===== src/rtl/spi_mosi_rx_buffer.sv =====
// SPI MOSI receiver: shifts bytes MSB-first while CS is low and collects them,
// with their DC flags, into an N-slot buffer the consumer empties with i_CLEAR.
module spi_mosi_rx_buffer #(
    parameter int WIDTH = 8,
    parameter int N     = 8
) (
    input  logic                 i_SCK,
    input  logic                 i_RST,
    input  logic                 i_MOSI,
    input  logic                 i_CS,
    input  logic                 i_DC,
    input  logic                 i_CLEAR,
    output logic [WIDTH*N-1:0]   o_DATA,
    output logic [N-1:0]         o_DC,
    output logic [4:0]           o_N_received,
    output logic [WIDTH-1:0]     o_BYTE,
    output logic                 o_BYTE_VALID,
    output logic                 o_FRAME_DONE,
    output logic                 o_FULL,
    output logic                 o_OVERFLOW,
    output logic                 o_PARTIAL
);

    localparam int CNT_W = (WIDTH > 1) ? $clog2(WIDTH) : 1;
    localparam logic [CNT_W-1:0] LAST_BIT = CNT_W'(WIDTH - 1);

    typedef enum logic {IDLE, SHIFT} state_t;

    state_t             state_reg, state_next;
    logic [CNT_W-1:0]   bit_cnt_reg, bit_cnt_next;
    logic [WIDTH-1:0]   shift_reg, shift_next;
    logic               byte_seen_reg, byte_seen_next;
    logic [WIDTH-1:0]   shift_word;
    logic               byte_done;
    logic               frame_end;
    logic               partial_drop;
    logic               has_room;

    always_comb begin
        state_next     = state_reg;
        bit_cnt_next   = bit_cnt_reg;
        shift_next     = shift_reg;
        byte_seen_next = byte_seen_reg;
        byte_done      = 1'b0;
        frame_end      = 1'b0;
        partial_drop   = 1'b0;
        // Truncating cast keeps the low WIDTH bits, i.e. shift left with MOSI in the LSB.
        shift_word     = WIDTH'({shift_reg, i_MOSI});

        if (!i_CS) begin
            shift_next = shift_word;
            if (bit_cnt_reg == LAST_BIT) begin
                byte_done    = 1'b1;
                bit_cnt_next = '0;
            end else begin
                bit_cnt_next = bit_cnt_reg + 1'b1;
            end
        end else if (bit_cnt_reg != '0) begin
            partial_drop = 1'b1;
            bit_cnt_next = '0;
            shift_next   = '0;
        end

        case (state_reg)
            IDLE: begin
                if (!i_CS) begin
                    state_next     = SHIFT;
                    byte_seen_next = byte_done;
                end
            end
            SHIFT: begin
                if (i_CS) begin
                    state_next     = IDLE;
                    frame_end      = byte_seen_reg;
                    byte_seen_next = 1'b0;
                end else if (byte_done) begin
                    byte_seen_next = 1'b1;
                end
            end
            default: state_next = IDLE;
        endcase
    end

    always_ff @(posedge i_SCK) begin
        if (i_RST) begin
            state_reg     <= IDLE;
            bit_cnt_reg   <= '0;
            shift_reg     <= '0;
            byte_seen_reg <= 1'b0;
            o_BYTE        <= '0;
            o_BYTE_VALID  <= 1'b0;
            o_FRAME_DONE  <= 1'b0;
            o_PARTIAL     <= 1'b0;
        end else begin
            state_reg     <= state_next;
            bit_cnt_reg   <= bit_cnt_next;
            shift_reg     <= shift_next;
            byte_seen_reg <= byte_seen_next;
            o_BYTE_VALID  <= byte_done;
            o_FRAME_DONE  <= frame_end;
            o_PARTIAL     <= partial_drop;
            if (byte_done) begin
                o_BYTE <= shift_word;
            end
        end
    end

    assign has_room = (o_N_received < 5'(N));
    assign o_FULL   = (o_N_received == 5'(N));

    // A clear coinciding with a completed byte restarts the buffer holding just that byte.
    always_ff @(posedge i_SCK) begin
        if (i_RST) begin
            o_N_received <= '0;
            o_OVERFLOW   <= 1'b0;
        end else if (i_CLEAR) begin
            o_N_received <= byte_done ? 5'd1 : 5'd0;
            o_OVERFLOW   <= 1'b0;
        end else if (byte_done) begin
            if (has_room) begin
                o_N_received <= o_N_received + 5'd1;
            end else begin
                o_OVERFLOW <= 1'b1;
            end
        end
    end

    generate
        for (genvar gi = 0; gi < N; gi++) begin : g_slot
            logic [WIDTH-1:0] data_reg;
            logic             dc_reg;
            logic             write_en;

            assign write_en = byte_done &&
                              (i_CLEAR ? (gi == 0) : (o_N_received == 5'(gi)));

            always_ff @(posedge i_SCK) begin
                if (i_RST) begin
                    data_reg <= '0;
                    dc_reg   <= 1'b0;
                end else if (write_en) begin
                    data_reg <= shift_word;
                    dc_reg   <= i_DC;
                end else if (i_CLEAR) begin
                    data_reg <= '0;
                    dc_reg   <= 1'b0;
                end
            end

            assign o_DATA[WIDTH*gi +: WIDTH] = data_reg;
            assign o_DC[gi]                  = dc_reg;
        end
    endgenerate

endmodule


===== config.mk =====
export PLATFORM = sky130hd
export DESIGN_NAME = spi_mosi_rx_buffer
export DESIGN_NICKNAME = d
export VERILOG_FILES = /design/src/rtl/spi_mosi_rx_buffer.sv
export SDC_FILE = /design/constraint.sdc
export NUM_CORES = 1
export LEC_CHECK = 0
export ABC_CLOCK_PERIOD_IN_PS = 2600
export CAP_MARGIN = 20
export CORE_MARGIN = 1.5
export CORE_UTILIZATION = 45
export CTS_CLUSTER_DIAMETER = 50
export DETAILED_ROUTE_END_ITERATION = 7
export PLACE_DENSITY = 0.76
export SLEW_MARGIN = 20
export SYNTH_ARGS = -nofsm -noshare
export SYNTH_HDL_FRONTEND = slang
export SYNTH_SLANG_ARGS = --single-unit

===== constraint.sdc =====
create_clock -name i_SCK -period 2.6 [get_ports i_SCK]
set_input_delay 0.26 -clock i_SCK [delete_from_list [all_inputs] [get_ports i_SCK]]
set_output_delay 0.26 -clock i_SCK [all_outputs]
set_load 0.1 [all_outputs]

# ---- Word-level counts from Yosys, hierarchy flattened
# Index checks and enable logic that the tools add are counted.
dict set report word_totals {
  reg_bits 101
  latch_bits 0
  ram_bits 0
  rom_bits 0
  inputBits 6
  output_inout_bits 90
  word_cells 113
  n_memories 0
}
dict set report op_classes {
  n_addsub 2
  n_mul 0
  n_div 0
  order_cmp 1
  n_eq_ne 12
  shift 0
  n_mux 43
  n_bitwise 3
  reduce_logical 26
}
# op count
set op_table {}
lappend op_table {{$mux W8} 9}
lappend op_table {{$mux W1} 25}
lappend op_table {{$eq A5 B3 Y1 const B} 4}
lappend op_table {{$reduce_bool A2 Y1} 10}
lappend op_table {{$mux W5} 3}
lappend op_table {{$mux W7} 2}
lappend op_table {{$eq A5 B2 Y1 const B} 2}
lappend op_table {{$mux W3} 3}
lappend op_table {{$logic_and A1 B1 Y1} 8}
lappend op_table {{$reduce_and A2 Y1} 3}
lappend op_table {{$add A5 B1 Y5 const B} 1}
lappend op_table {{$eq A5 B1 Y1 const B} 1}
lappend op_table {{$eq A5 B4 Y1 const B} 1}
lappend op_table {{$logic_not A5 Y1} 1}
lappend op_table {{$lt A5 B4 Y1 const B} 1}
lappend op_table {{$reduce_or A2 Y1} 2}
lappend op_table {{$add A3 B1 Y3 const B} 1}
lappend op_table {{$eq A3 B3 Y1 const B} 1}
lappend op_table {{$ne A3 B2 Y1 const B} 1}
lappend op_table {{$not A1 Y1} 3}
lappend op_table {{$reduce_bool A3 Y1} 1}
lappend op_table {{$reduce_or A3 Y1} 1}
lappend op_table {{$ne A2 B1 Y1 const B} 1}
lappend op_table {{$ne A2 B2 Y1 const B} 1}
lappend op_table {{$pmux W1 S2} 1}

# ---- Logic depth before layout (Yosys ltp)
# Gate-level depths: netlist of run 1.
dict set report depth {
  depth_word 6
  depth_mapped 7
}

# ---- Least setup slack after synthesis of run 1
# No wires, ideal clock.
dict set report synth_path {
  path_kind {reg-to-output}
  start {reg o_N_received[0]}
  end {out o_FULL}
  arrival_time_ns 3.526
  required_ns 2.340
  setup_slack_ns -1.186
  stages_incl_launch_ff 6
  cell_sequence {dfxtp_1 inv_1 ha_1 nand2b_1 clkbuf_1 nor3b_1}
}
dict set report synth_via {
  elab_chain_cells 1
}
# item line_no
set synth_lines {}
lappend synth_lines {{start, declared} 15} ;# output logic [4:0] o_N_received,
lappend synth_lines {{start signal, assigned} 117} ;# o_N_received <= byte_done ? 5'd1 : 5'd0;
lappend synth_lines {{start signal, assigned} 121} ;# o_N_received <= o_N_received + 5'd1;
lappend synth_lines {{$eq A5 B4 Y1} 109} ;# assign o_FULL = (o_N_received == 5'(N));
lappend synth_lines {{end, declared} 19} ;# output logic o_FULL,
# Every way passes these cells.

# ---- Final worst setup path of run 1
dict set report layout_path {
  start {reg o_N_received[1]}
  end {out o_FULL}
}
# Same word-level chain as after synthesis.

==> results of run 1 <==
critical path, stage by stage, from the launching register on:
cell      delay, ns
dfxtp_1        0.38
inv_1          0.10
ha_1           0.22
nand2b_1       0.29
nor3b_4        0.25
buf_4          0.32
area by class of cell:
cell class                      count  area [um2]
Fill cell                         824        4048
Clock buffer                       10       137.6
Sequential cell                   101        2022
Clock inverter                      5       60.06
Tap cell                          111       138.9
Multi-Input combinational cell    305        1916
Inverter                            7       26.28
Timing Repair Buffer              112       848.3
final timing paths:
check,to,from,cells past startpoint
max reg2reg,g_slot[3].data_reg[0],bit_cnt_reg[0],5
min reg2reg,o_OVERFLOW,o_OVERFLOW,2
min,shift_reg[0],i_RST,2
max,o_FULL,o_N_received[1],5
report_power, final:
group          leakage (nW)  internal [mW]  switching, mW
registers             0.814           1.55        0.00879
logic                  1.18         0.0267         0.0672
clock network        0.0987          0.470          0.526
total                  2.09           2.05          0.602
cell usage in the layout, fill, tap and decap left out, types with 2 or more instances in the layout:
cell type / count
nand2_1: 48
o311ai_0: 7
inv_1: 6
nor4b_2: 2
nor3_1: 2
o211ai_1: 36
o311ai_2: 2
or3b_2: 2
nand3_1: 38
nor2b_1: 10
dfxtp_1: 101
and3b_1: 2
clkbuf_8: 10
a21oi_1: 67
o21ai_0: 12
ha_1: 7
buf_4: 107
nor3b_1: 4
nand2b_1: 11
clkdlybuf4s50_1: 4
and2_1: 4
nor2_1: 14
mux2i_1: 27
cell families (layout without fill, tap and decap cells):
| logic type | count (synthesis) | after routing | share of synthesized area |
|---|---|---|---|
| adders and majority gates | 7 | 7 | 0.02063 |
| DFF | 101 | 101 | 0.4763 |
| xor gates and xnor gates | 1 | 1 | 0.002063 |
| buffers and inverters | 63 | 134 | 0.07515 |
| and+or+nand+nor | 145 | 145 | 0.1818 |
| AOI/OAI and AO/OA | 125 | 125 | 0.1804 |
| muxes | 27 | 27 | 0.06366 |
per-layer routing:
| metal | track usage | routed length, um | vias to the layer above |
|---|---|---|---|
| met4 | 0.07259 | 178 | 0 |
| met1 | 0.2831 | 4661 | 1713 |
| met3 | 0.03969 | 569 | 14 |
| met5 | 0 | 0 | - |
| met2 | 0.3548 | 5162 | 106 |
| li1 | - | - | 1770 |
per-stage QoR:
step                std cells  hold WS [ns]  power (mW)  worst slack [ns]
global placement          636        0.4438       1.687            0.5416
finish                    651        0.3691       2.649            0.4228
detailed placement        636        0.4405       1.689            0.4553
global route              651        0.3774       2.738            0.2614
CTS                       651        0.3508       2.673            0.4032
floorplan                 469        0.3960       1.655            0.1677
cells in the mapped netlist, types with 4 or more instances:
cell type	n
o211ai_1	36
buf_1	4
and2_1	4
nand2_1	48
buf_6	4
o311ai_0	7
mux2i_1	27
nor3b_1	5
dfxtp_1	101
o21ai_0	12
nand3_1	38
nand2b_1	11
a21oi_1	67
buf_4	10
clkbuf_1	26
inv_1	6
nor2_1	14
buf_2	12
ha_1	7
nor2b_1	10
==> flow_summary.ini, run 1 <==
[timing]
setup_viol = 0
finalSetupTns_ns = 0
relSlewSlack = 0.5133
finalCritPeriodShare = 0.8374
tightest_slew_ns = 0.7282
finalCriticalPeriod_ns = 2.177
skew_ns = 0.008414
fmax_ghz = 0.4593
drv_slew = 0
timing_hold_violations_final = 0
rsz0062_at_grt = no

[pwr]
vdd_drop_max_v = 0.0002047
p_leak_nw = 2.093
powerDensity_mw_per_mm2 = 514.6

[floorplanning]
start_util = 0.4616
rows = 35
die_w_um = 100.1
io_pins = 96
die_h_um = 100.1
dieArea_mm2 = 0.01003
core-area_mm2 = 0.009196

[detailed_routing]
via_count = 3603
ant_nets = 0
first_pass_iters = 4
drt-total-wl_um = 10570
wl_per_cell_um = 16.24
vias_per_cell = 5.535
drc = 0
drt_iter0_drc = 204

[synthesis]
synth_top_area_share = 0.4763
synthFlopType = dfxtp_1
syn_avg_cell_area_um2 = 9.052
yosys.area.top_type = dfxtp_1
syn_nets = 482
yosys.cell_types.count = 35
synthesis.area_mm2 = 0.004245
ys_warn_count = 0
ys_seq_area_frac = 0.4763
syn_inst = 469
synth-edff-count = 0
synthTopCellsByArea = dfxtp_1 48%, a21oi_1 7.9%, mux2i_1 6.4%, o211ai_1 6.4%, nand3_1 4.5%
ys_seq_elements = 101
async_flop_share = 0

[finish]
diodes = 0
syn_to_final_growth_pct = 21.28
largest_register_ffs = 64
nets = 549
final_core_util = 0.5599
drive_gt1_frac = 0.2463
final_cell_area_mm2 = 0.005149

[clock_network]
clk_path_buf_depth = 2
path_clk_slew_ns = 0.09
cts_hold_buffers = 0
cts_tree = done
cts_root_buf = clkbuf_8
clock-sinks = 101
cts-buffers-inserted = 9
cts_setup_buffers = 0
cts_max_level = 3
clock_latency_ns = 0.36
cts.repair.resized = 0

[worst_setup_path]
critPathRequiredTime_ns = 2.34
worstPathMaxFanout = 10
worstPathArrival_ns = 1.92
critical_path_class = flop to output port
start_kind = flop
critPathCaptureType = output port
r2r_slack_ns = 0.46

[global_route]
first_global_vias = 3414
grt_max_degree = 38
grt_use_total = 0.2146
antenna_found_initial = 0
grt_overflow = 0
grt_pass1_wl_um = 17100

[place]
place_hpwl_um = 7042
gp_congestion = 0.7919
placed_area_mm2 = 0.004951
io_buffers = 95

[run]
cap_viol_max_count = 0

[status]
status = completed

[hold_path]
hp-class = input pin to flop
No activity file was read; power rests on OpenSTA's default activity.
==> run 2, diff against run 1 <==
--- a/config.mk
+++ b/config.mk
@@ -5,13 +5,13 @@
 export SDC_FILE = /design/constraint.sdc
 export NUM_CORES = 1
 export LEC_CHECK = 0
-export ABC_CLOCK_PERIOD_IN_PS = 2600
+export ABC_CLOCK_PERIOD_IN_PS = 2000
 export CAP_MARGIN = 20
 export CORE_MARGIN = 1.5
 export CORE_UTILIZATION = 45
 export CTS_CLUSTER_DIAMETER = 50
 export DETAILED_ROUTE_END_ITERATION = 7
-export PLACE_DENSITY = 0.76
+export PLACE_DENSITY = 0.79
 export SLEW_MARGIN = 20
 export SYNTH_ARGS = -nofsm -noshare
 export SYNTH_HDL_FRONTEND = slang
==> constraint.sdc (replaced) <==
create_clock -name i_SCK -period 2 [get_ports i_SCK]
set_input_delay 0.2 -clock i_SCK [delete_from_list [all_inputs] [get_ports i_SCK]]
set_output_delay 0.2 -clock i_SCK [all_outputs]
set_load 0.1 [all_outputs]
==> run 2 against run 1 <==
Effect of this change:
- global-route usage rose by 0.45 points
- sequential power rose by 30%
- core utilization rose by 1.4 points
- clock skew rose by 0.0048 ns
- critical path depth rose by 1
- critical endpoint is now g_slot[1].dc_reg
- largest cell class unchanged
- largest power group unchanged
==> flow_summary.ini, run 2 (synthesis results as in run 1) <==
[clock_network]
clock-sinks = 101
path_clk_slew_ns = 0.10
cts-buffers-inserted = 9
cts_hold_buffers = 0
clk_path_buf_depth = 2
cts_root_buf = clkbuf_8
clock_latency_ns = 0.37
cts_tree = done
cts_max_level = 3

[detailed_routing]
vias_per_cell = 5.495
ant_nets = 0
via_count = 3627
drt-total-wl_um = 11040
wl_per_cell_um = 16.72
first_pass_iters = 4
drc = 0
drt_iter0_drc = 315

[timing]
skew_ns = 0.01321
relSlewSlack = 0.6065
setup_viol = 0
tightest_slew_ns = 0.5902
fmax_ghz = 0.5248
drv_slew = 0
finalCritPeriodShare = 0.9527
hold_ws_ns = 0.3088
fin_ws_ns = 0.09467
timing_hold_violations_final = 0
finalCriticalPeriod_ns = 1.905

[place]
place_hpwl_um = 7406
place_ws_ns = -0.0004189
io_buffers = 95
dpl.cell_count = 642
gp_congestion = 0.8591

[worst_setup_path]
cp-startpoint = bit_cnt_reg[1]
critPathCaptureType = flop
worstPathArrival_ns = 2.13
critPathCapture = g_slot[1].dc_reg
r2r_slack_ns = 0.09
r2r-end = g_slot[1].dc_reg
reg2regPathDepth = 6
critical_path_class = flop to flop
start_kind = flop
critPathRequiredTime_ns = 2.22
reg2reg_from = bit_cnt_reg[1]
worstPathMaxFanout = 12

[global_route]
grt_use_total = 0.2191
antenna_found_initial = 0
gr-usage-met1 = 0.2940
grt_max_degree = 38
grt-busiest-layer = met2
grt_pass1_wl_um = 17480
first_global_vias = 3405
gr-usage-met2 = 0.3511
met3_usage = 0.05919
grt_overflow = 0

[hold_path]
hp-class = input pin to flop
hp-start = i_RST

[pwr]
p_int_mw = 2.521
p_total_mw = 3.355
power.share.clock = 0.358
p_switching_mw = 0.8341
p_leak_nw = 2.126
vdd_drop_max_v = 0.0004114
sequentialPowerShare = 0.604
sw_frac_of_total = 0.2486
comb_power_share = 0.039
powerDensity_mw_per_mm2 = 635.8

[finish]
final_cell_mix = 110 x buf_4, 95 x dfxtp_1, 67 x a21oi_1
nets = 557
largest_register_ffs = 64
final_core_util = 0.5737
final_common_cell = buf_4
syn_to_final_growth_pct = 24.29
diodes = 0
stdcell_count = 660
drive_gt1_frac = 0.2750

[status]
status = completed

[floorplanning]
die_w_um = 100.1
core-area_mm2 = 0.009196
start_util = 0.4616
io_pins = 96
rows = 35
dieArea_mm2 = 0.01003
die_h_um = 100.1

[run]
cap_viol_max_count = 0
## run 2: worst min path at each step
stage / endpoint / slack, ns / depth (start not counted)
5_1_grt: byte_seen_reg / 0.35 / 2
2_1_floorplan: o_BYTE[0] / 0.34 / 2
6_report: shift_reg[0] / 0.31 / 2
3_5_place_dp: o_BYTE[4] / 0.45 / 2
4_1_cts: shift_reg[0] / 0.30 / 2
3_3_place_gp: o_OVERFLOW / 0.44 / 2
## run 2: final cells by class
cell class                 count  area (um2)
clock buffer                   9       123.9
clock inverter                 7       56.30
fill                         814        3920
inverter                       7       26.28
multi-input combinational    306        1954
sequential                   101        2034
tap                          111       138.9
timing repair buffer         119       942.2
## run 2: metal layers
layer  wire, um  share of wire
met4        164          0.015
met3        781          0.071
met1       4833           0.44
met2       5256           0.48
met5          0              0
## run 2: power by group through the flow
stage | Sequential [mW] | Combinational (mW) | Clock [mW]
2_1_floorplan | 2.07 | 0.0795 | 0
3_3_place_gp | 2.07 | 0.124 | 0
3_5_place_dp | 2.07 | 0.126 | 0
4_1_cts | 2.02 | 0.127 | 1.22
5_1_grt | 2.03 | 0.142 | 1.31
6_report | 2.03 | 0.129 | 1.20
## run 2: worst max-delay path, stage by stage, from the launching register on
cell	delay, ns
dfxtp_1	0.36
ha_1	0.17
ha_2	0.21
or4b_4	0.58
buf_4	0.19
o211ai_1	0.16
a21oi_1	0.10
## run 2: per-stage QoR
stage | cell area, um2 | TNS [ns]
2_1_floorplan | 4268 | -0.1068
3_3_place_gp | 5045 | 0
4_1_cts | 5225 | 0
5_1_grt | 5276 | -0.005886
3_5_place_dp | 5045 | -0.0004189
6_report | 5276 | 0
## run 2: repair_timing
item	CTS	global route
buffers inserted	0	1
gates cloned	0	1
pin swaps	0	0
gates resized for setup	1	11
endpoints found under the setup margin	1	39
==> run 3, diff against run 2 <==
--- a/config.mk
+++ b/config.mk
@@ -5,13 +5,14 @@
 export SDC_FILE = /design/constraint.sdc
 export NUM_CORES = 1
 export LEC_CHECK = 0
-export ABC_CLOCK_PERIOD_IN_PS = 2000
+export ABC_CLOCK_PERIOD_IN_PS = 2350
 export CAP_MARGIN = 20
 export CORE_MARGIN = 1.5
 export CORE_UTILIZATION = 45
 export CTS_CLUSTER_DIAMETER = 50
 export DETAILED_ROUTE_END_ITERATION = 7
-export PLACE_DENSITY = 0.79
+export GPL_TIMING_DRIVEN = 1
+export PLACE_DENSITY = 0.76
 export SLEW_MARGIN = 20
 export SYNTH_ARGS = -nofsm -noshare
 export SYNTH_HDL_FRONTEND = slang
==> constraint.sdc (replaced) <==
create_clock -name i_SCK -period 2.35 [get_ports i_SCK]
set_input_delay 0.235 -clock i_SCK [delete_from_list [all_inputs] [get_ports i_SCK]]
set_output_delay 0.235 -clock i_SCK [all_outputs]
set_load 0.1 [all_outputs]
==> run 3 against run 2 <==
Effect of this change:
- total power decreased by 8.3%
- cell area decreased by 1.2%
- non-clock buffer count decreased by 6
- largest power group unchanged
- sequential cell count unchanged
- highest routed layer unchanged
- largest cell class unchanged
- clock skew decreased by 0.00081 ns
- via count increased by 2.5%
- cell count decreased by 1.1%
- wire length increased by 0.11%
==> flow_summary.ini, run 3 (synthesis results as in run 1) <==
[floorplanning]
io_pins = 96
dieArea_mm2 = 0.01003
die_h_um = 100.1
rows = 35
die_w_um = 100.1
core-area_mm2 = 0.009196
start_util = 0.4616

[worst_setup_path]
critPathCapture = g_slot[5].dc_reg
r2r_slack_ns = 0.15
cp-startpoint = bit_cnt_reg[0]
worstPathMaxFanout = 9
critical_path_class = flop to flop
critPathCaptureType = flop
reg2regPathDepth = 5
max_stage_delay_ns = 0.55
critPathRequiredTime_ns = 2.59
worstPathCellList = ha_1, ha_1, nor4bb_1, nand2_1, mux2i_1
start_kind = flop
slowest_stage = nor4bb_1
cp_common_cell = ha_1
worstPathArrival_ns = 2.44
reg2reg_from = bit_cnt_reg[0]
r2r-end = g_slot[5].dc_reg

[pwr]
power.share.clock = 0.405
sw_frac_of_total = 0.2327
p_switching_mw = 0.7156
comb_power_share = 0.034
p_int_mw = 2.360
p_leak_nw = 2.122
sequentialPowerShare = 0.561
powerDensity_mw_per_mm2 = 589.9
vdd_drop_max_v = 0.0003675

[place]
placed_area_mm2 = 0.004987
io_buffers = 95
gp_congestion = 0.8116
place_hpwl_um = 7399

[hold_path]
whs_path_depth = 2
hp-class = input pin to flop

[clock_network]
clock_latency_ns = 0.37
cts_root_buf = clkbuf_8
clock-sinks = 101
cts_max_level = 3
cts_tree = done
cts-buffers-inserted = 9
path_clk_slew_ns = 0.10
clk_path_buf_depth = 2
cts_setup_buffers = 0

[finish]
nets = 550
largest_register_ffs = 64
diodes = 0
drive_gt1_frac = 0.2546
syn_to_final_growth_pct = 22.81
final_cell_mix = 106 x buf_4, 98 x dfxtp_1, 67 x a21oi_1
final_cell_area_mm2 = 0.005214
final_common_cell = buf_4
final_core_util = 0.5669

[detailed_routing]
via_count = 3717
drt_iter0_drc = 206
drc = 0
ant_nets = 0
first_pass_iters = 7
wl_per_cell_um = 16.92
vias_per_cell = 5.692
drt-total-wl_um = 11050

[global_route]
grt_overflow = 0
first_global_vias = 3410
grt_use_total = 0.2219
grt_pass1_wl_um = 17400
grt_max_degree = 38
antenna_found_initial = 0

[timing]
skew_ns = 0.01240
hold_ws_ns = 0.2550
timing_hold_violations_final = 0
finalCriticalPeriod_ns = 2.201
drv_slew = 0
finalCritPeriodShare = 0.9366
setup_viol = 0
rsz0062_at_grt = yes
relSlewSlack = 0.4912
finalSetupTns_ns = 0
fmax_ghz = 0.4543
tightest_slew_ns = 0.7612

[run]
cap_viol_max_count = 0

[status]
status = completed
-- run 3: worst min path at each step --
stage,from,end
4_1_cts,i_RST,byte_seen_reg
5_1_grt,i_RST,byte_seen_reg
3_3_place_gp,o_OVERFLOW,o_OVERFLOW
6_report,i_RST,byte_seen_reg
3_5_place_dp,o_BYTE[1],o_BYTE[1]
2_1_floorplan,i_MOSI,o_BYTE[0]
-- run 3: per-stage QoR --
step           setup slack [ns]  cells  power (mW)
3_3_place_gp             0.2476    637       1.866
5_1_grt                -0.07256    653       3.183
4_1_cts                  0.1236    653       3.096
2_1_floorplan           0.07581    469       1.832
3_5_place_dp             0.2113    637       1.869
6_report                 0.1490    653       3.076
-- run 3: repair_timing --
action | CTS | global route
hold buffers | 0 | 0
setup endpoints to repair | 0 | 19
resized for setup | 0 | 1
-- run 3: power by group through the flow --
stage | clock, mW | sequential (mW) | combinational [mW]
after floorplan | 0 | 1.76 | 0.0676
after global placement | 0 | 1.77 | 0.100
after detailed placement | 0 | 1.77 | 0.103
after CTS | 1.27 | 1.73 | 0.103
after global routing | 1.34 | 1.73 | 0.115
final | 1.24 | 1.73 | 0.105
-- run 3: critical path, delay by kind of cell, from the launching register on --
family                   cells  cell delay [ns]
flip-flops                   1             0.38
adder cells (fa/ha/maj)      2             0.44
AND/OR/NAND/NOR              2             1.02
multiplexers                 1             0.22
-- run 3: layer usage --
layer	track usage	vias up	share of wire
met5	0	-	0
met4	0.08126	0	0.026
met3	0.05014	22	0.059
met2	0.3600	140	0.47
met1	0.2900	1777	0.44
li1	-	1778	-
-- run 3: final cells by class --
cell class,count,area (um2)
Clock buffer,9,123.9
Timing Repair Buffer,113,880.8
Multi-Input combinational cell,305,1916
Clock inverter,7,102.6
Tap cell,111,138.9
Sequential cell,101,2026
Inverter,7,26.28
Fill cell,843,3983
